`src/rtl/dma_priority_arbiter.sv`:
```
// dma_priority_arbiter
//
// This is the four-channel DMA request arbiter and CPU hold-handshake sequencer.
// DREQ is registered once and normalised to active-high. Channels that are masked
// are dropped. The remaining requests are resolved under fixed or rotating
// priority. The winner is then walked through the HRQ/HLDA hold handshake, and one
// DACK is issued for the whole of its service.
//
// Ports
//   clk            in   system clock, rising edge
//   RESET_n        in   asynchronous active-low reset
//   command[7:0]   in   [7] DACK pol, [6] DREQ pol, [4] rotating, [2] disable
//   mask[3:0]      in   1 = channel request ignored
//   DREQ[3:0]      in   channel requests, polarity per command[6]
//   HLDA           in   CPU hold acknowledge
//   EOP_n          in   end of process / terminal count, active low
//   status_rd      in   one-cycle pulse, clears tc_status
//   HRQ            out  hold request to CPU
//   DACK[3:0]      out  channel acknowledge, polarity per command[7]
//   active_channel out  granted / pending channel index
//   busy           out  FSM not in IDLE
//   tc_status[3:0] out  sticky terminal-count flags
//
// State     | meaning
// ----------+-----------------------------------------------------------
// S_IDLE    | no service; arbitrate qualified requests unless disabled
// S_REQ     | winner latched, HRQ raised, waiting for HLDA
// S_GRANT   | bus held, DACK active for active_channel
// S_RELEASE | HRQ/DACK dropped, waiting for CPU to release HLDA

module dma_priority_arbiter (
    input  logic       clk,
    input  logic       RESET_n,
    input  logic [7:0] command,
    input  logic [3:0] mask,
    input  logic [3:0] DREQ,
    input  logic       HLDA,
    input  logic       EOP_n,
    input  logic       status_rd,
    output logic       HRQ,
    output logic [3:0] DACK,
    output logic [1:0] active_channel,
    output logic       busy,
    output logic [3:0] tc_status
);

    typedef enum logic [1:0] {
        S_IDLE    = 2'd0,
        S_REQ     = 2'd1,
        S_GRANT   = 2'd2,
        S_RELEASE = 2'd3
    } state_e;

    state_e     state_q, state_d;
    logic [3:0] dreq_q, dreq_d;
    logic [1:0] top_q, top_d;
    logic [1:0] active_q, active_d;
    logic [3:0] grant_q, grant_d;
    logic [3:0] tc_q, tc_d;

    logic [3:0] req;
    logic       any_req;
    logic [1:0] winner;

    // The register holds the request in active-high form. Its reset value of 0
    // therefore means "no request" whatever the DREQ polarity. A polarity change
    // reaches arbitration one cycle later.
    assign dreq_d  = DREQ ^ {4{~command[6]}};
    assign req     = dreq_q & ~mask;
    assign any_req = |req;

    // Rotating search starting at top_q. The loop runs from lowest priority to
    // highest, so the last match wins. top_q is 0 in fixed mode, and the same
    // search then gives fixed priority.
    always_comb begin
        winner = top_q;
        for (int i = 3; i >= 0; i--) begin
            if (req[top_q + 2'(i)]) begin
                winner = top_q + 2'(i);
            end
        end
    end

    always_comb begin
        state_d  = state_q;
        active_d = active_q;
        grant_d  = grant_q;
        top_d    = top_q;
        tc_d     = status_rd ? 4'b0000 : tc_q;

        case (state_q)
            S_IDLE: begin
                if (!command[2] && any_req) begin
                    state_d  = S_REQ;
                    active_d = winner;
                end
            end
            S_REQ: begin
                if (HLDA) begin
                    state_d = S_GRANT;
                    grant_d = 4'b0001 << active_q;
                end else if (!req[active_q]) begin
                    state_d = S_RELEASE;
                end
            end
            S_GRANT: begin
                if (!EOP_n) begin
                    // If this set coincides with a status_rd clear, the set
                    // overrides the clear for this bit.
                    tc_d[active_q] = 1'b1;
                    state_d        = S_RELEASE;
                end else if (!req[active_q] || !HLDA) begin
                    state_d = S_RELEASE;
                end
                if (state_d == S_RELEASE) begin
                    grant_d = 4'b0000;
                end
            end
            S_RELEASE: begin
                if (!HLDA) begin
                    state_d = S_IDLE;
                end
            end
            default: begin
                state_d = S_IDLE;
                grant_d = 4'b0000;
            end
        endcase

        if (state_q != S_RELEASE && state_d == S_RELEASE) begin
            top_d = active_q + 2'd1;
        end
        if (!command[4]) begin
            top_d = 2'd0;
        end
    end

    always_ff @(posedge clk or negedge RESET_n) begin
        if (!RESET_n) begin
            state_q  <= S_IDLE;
            dreq_q   <= 4'b0000;
            top_q    <= 2'd0;
            active_q <= 2'd0;
            grant_q  <= 4'b0000;
            tc_q     <= 4'b0000;
        end else begin
            state_q  <= state_d;
            dreq_q   <= dreq_d;
            top_q    <= top_d;
            active_q <= active_d;
            grant_q  <= grant_d;
            tc_q     <= tc_d;
        end
    end

    // HRQ and DACK are decoded from registered state only. The async reset
    // therefore drops both at once.
    assign HRQ            = (state_q == S_REQ) || (state_q == S_GRANT);
    assign busy           = (state_q != S_IDLE);
    assign DACK           = grant_q ^ {4{~command[7]}};
    assign active_channel = active_q;
    assign tc_status      = tc_q;

endmodule

```
`config.mk`:
```
export PLATFORM = sky130hd
export DESIGN_NAME = dma_priority_arbiter
export DESIGN_NICKNAME = d
export VERILOG_FILES = /design/src/rtl/dma_priority_arbiter.sv
export SDC_FILE = /design/constraint.sdc
export NUM_CORES = 1
export LEC_CHECK = 0
export CAP_MARGIN = 20
export CELL_PAD_IN_SITES_DETAIL_PLACEMENT = 1
export CELL_PAD_IN_SITES_GLOBAL_PLACEMENT = 1
export CORE_MARGIN = 8
export CORE_UTILIZATION = 38
export DETAILED_ROUTE_END_ITERATION = 16
export PLACE_DENSITY_LB_ADDON = 0.25
export SYNTH_ARGS = -nofsm -noshare
export SYNTH_HDL_FRONTEND = slang
export SYNTH_SLANG_ARGS = --single-unit
```
`constraint.sdc`:
```
create_clock -name clk -period 4.5 [get_ports clk]
set_clock_uncertainty 0.15 [all_clocks]
set_input_delay 0.675 -clock clk [delete_from_list [all_inputs] [get_ports clk]]
set_output_delay 0.675 -clock clk [all_outputs]
set_load 0.05 [all_outputs]
```
# Word-level counts from Yosys, hierarchy flattened
# Index checks and enable logic that the tools add are counted.
# classes
n_eq_ne	9
magnitude_cmp	6
n_addsub	4
n_reduce_logical	14
div	0
shifts	1
n_mul	0
bitwise	7
n_mux	32
# op_table
operator	n
2-to-1 mux 2 bit	13
2-to-1 mux 4 bit	5
less-than comparator 2 x 3 -> 1 bit (second input constant)	5
binary-select mux 1 bit (select 2 bit)	5
equality test 2 bit (second input constant)	4
one-hot mux 2 bit (4 select lines)	1
one-hot mux 4 bit (2 select lines)	1
XOR 4 bit	2
2-to-1 mux 1 bit	6
!= test 2 bit (second input constant)	3
adder 2 x 1 -> 2 bit (second input constant)	2
adder 2 bit (second input constant)	2
bitwise AND 4 bit	1
inverter 4 bit	1
bitwise OR 4 bit	1
nonzero test 2 bit	2
OR reduction 4 bit	1
left shift 1 x 2 -> 4 bit (first input constant)	1
logical AND 1 bit	3
logical NOT 1 bit	3
AND reduction 3 bit	1
demux 1 bit (select 2 bit)	1
equality test 2 x 1 -> 1 bit (second input constant)	1
>= comparator 2 x 1 -> 1 bit (second input constant)	1
other kinds (5)	7
# totals
inputBits	21
reg_bits	18
memories	0
mem_bits_ro	0
ramBits	0
latch_bits	0
word_cells	79
out_inout_bits	12

# Depth between registers and ports, before layout
# depth
depth_word	14
depth_mapped	8
ltp_nobuf	8

# Worst setup path before layout
# OpenSTA, ideal clock, no wires.
# synth_path
kind	input -> output
start	input command[7]
end	output DACK[0]
n_path_buf	1
stages	2
path_slack_ns	1.996
arrival_ns	1.679
required_ns	3.675
cell_sequence	clkbuf_1 xnor2_1
# synth_between
elab_chain_len	2
# synth_lines
item	line_no	text
start, declared	34	input logic [7:0] command,
inverter 1 bit	160	assign DACK = grant_q ^ {4{~command[7]}};
XOR 4 bit	160	
end, declared	41	output logic [3:0] DACK,
# No other way between the ends.

# Worst setup path in the final report
# layout_path
start	input command[7]
end	output DACK[3]
# Same word-level chain as after synthesis.

==> metrics.yaml <==
arrival_ns: 2.25
max_freq_ghz: 0.3255
htreeDepth: 1
synthTopCellsByCount: "dfrtp_1, nand2_1, o21ai_0"
period_share_pct: 68.28
setup_ws_ns: 1.428
post_drt_wl_per_cell_um: 14.36
cts_resized: 0
rows: 20
reg2reg_depth: 6
hold_violations: 0
place_ws_ns: 1.399
seq_area_um2: 450.4
tns_ns: 0
dpl.hpwl_um: 2165
yosysMostFrequentCell: "dfrtp_1"
tightest_slew_ns: 0.8391
antenna_found_initial: 0
ant_nets: 0
status: "completed"
yosysWarnings: 0
syn-cell-area_um2: 1139
rrSetupSlack_ns: 2.21
slew_headroom_pct: 43.88
instances_no_fill: 178
core_area_um2: 2953
vias: 930
die_w_um: 70.74
crit_path_cell_trace: "clkdlybuf4s50_1 > xnor2_1 > clkdlybuf4s50_1"
clock_latency_ns: 0.29
min_path_type: "reg2reg"
timing.hold.ws_ns: 0.3706
slew_violations: 0
synth_edf_count: 0
cts_buffers: 3
path_class: "in2out"
rr_startpoint: "active_channel[0]"
postLayoutCellArea_um2: 1475
yosys.cell_types.count: 31
clockRootBuffer: "clkbuf_4"
synth_ff_type: "dfrtp_1"
cp_common_cell: "clkdlybuf4s50_1"
max-cap-violations: 0
drive_gt1_share_pct: 10.34
p_leak_nw: 0.6390
grt_max_degree: 19
period_minus_slack_ns: 3.072
ir_drop_mv: 0.3216
cp-start-kind: "input port"
ys_async_sr_fraction_pct: 100.0
timing.critical_path.buf_inv: 2
totalWireLength_um: 2556
yosys-top-cells-area: "dfrtp_1, ha_1, xnor2_1"
grt_first_pass_wirelength_um: 4429
die_area_um2: 5004
syn-num-nets: 146
grt_pass1_vias: 993
place_area_um2: 1453
port-buffer-count: 28
crit_fanout: 4
crit_family: "buffers and inverters"
diodes: 0
fillCellCount: 341
cpMaxStageDelayCell: "clkdlybuf4s50_1"
clk_pin_slew_ns: 0.10
r2r-end: "top_q[1]"
setup_violations: 0
required_ns: 3.67
gp_congestion: 0.8414
dp.cells: 175
grt_overflow_total: 0
post_cts_buffers: 0
ys_ff_latch: 18
track_usage_pct: 10.75
multiInputGateArea_um2: 646.9
slowest_delay_ns: 0.83
vias_per_cell: 5.225
drt_iter0_drc: 48
synth_top_area_share_pct: 39.56
synth_area_per_cell_um2: 9.815
min_path_cells: 1
synthToLayoutAreaGrowth_pct: 29.56
fin_nets: 177
cts.sinks: 18
firstDrtPassIters: 4
io_pins: 33
yosys.area.top_type: "dfrtp_1"
hold_buffers: 0
min_from: "grant_q[3]"
worstSetupEndpointType: "primary output"
powerDensity_nw_per_um2: 634.7
yosysSeqAreaShare_pct: 39.56
dieHeight_um: 70.74
grt_setup_unrepaired: "no"
clk_path_buf_depth: 2
cts_tree: "yes"
drc: 0
synthCells: 116
start_util_pct: 38.56
hold_end: "grant_q[3]"
==> through the flow <==
step           power, mW  util, %
3_3_place_gp      0.8444    49.19
2_1_floorplan     0.6836        -
4_1_cts           0.9510    49.96
5_1_grt            1.007    49.96
3_5_place_dp      0.8700    49.19
6_report          0.9363    49.96
==> cell families after synthesis <==
family                   synth area share (%)
AO/OA/AOI/OAI                           13.52
XOR/XNOR                                6.154
adder cells (fa/ha/maj)                 9.890
buffers and inverters                   3.626
flip-flops                              39.56
multiplexers                            7.692
AND/OR/NAND/NOR                         19.56
==> layout by cell type (no fill, tap or decap), types with 2 or more instances in the layout <==
master           synthesis  routed
a31oi_1                  3       3
ha_1                     9       9
clkbuf_4                 0       3
a21oi_1                  5       5
nand2_1                 12      12
nor2_1                   7       7
xnor2_1                  8       8
nand2b_4                 4       4
dfrtp_1                 18      18
mux2i_1                  2       2
inv_1                    8       8
nor2b_1                  7       7
o21ai_0                 11      11
mux2_2                   3       3
clkdlybuf4s50_1          0      28
==> worst max path at each step <==
stage	startpoint	end	slack, ns	cells after the start
5_1_grt	command[7]	DACK[3]	1.36	3
3_3_place_gp	command[7]	DACK[2]	1.45	3
3_5_place_dp	command[7]	DACK[3]	1.40	3
2_1_floorplan	command[7]	DACK[0]	2.00	2
6_report	command[7]	DACK[3]	1.43	3
4_1_cts	command[7]	DACK[3]	1.39	3
==> where the power goes <==
group          switching [mW]  internal, mW
Sequential             0.0533         0.213
Combinational           0.360         0.232
Clock                  0.0471        0.0311
Total                   0.460         0.476
==> final cells by class <==
cell class	count	area share, %
inverters	9	2.290
well taps	33	2.799
flip-flops and latches	18	30.53
clock buffers	3	1.527
repair buffers	28	19.00
multi-input cells	87	43.85
==> registers in the layout (all words and copies together) (netlist names) <==
signal	count
active_channel	2
state_q	2
tc_status	4
dreq_q	4
grant_q	4
top_q	2
==> metal layers <==
| metal | GRT usage [%] | part of all wire, % | vias to the layer above |
|---|---|---|---|
| met2 | 18.74 | 50 | 24 |
| met3 | 3.107 | 6.5 | 7 |
| met5 | 0 | 0 | - |
| met1 | 11.97 | 41 | 444 |
| met4 | 4.157 | 1.9 | 0 |
| li1 | - | - | 455 |
(Power assumes the default switching activity.)
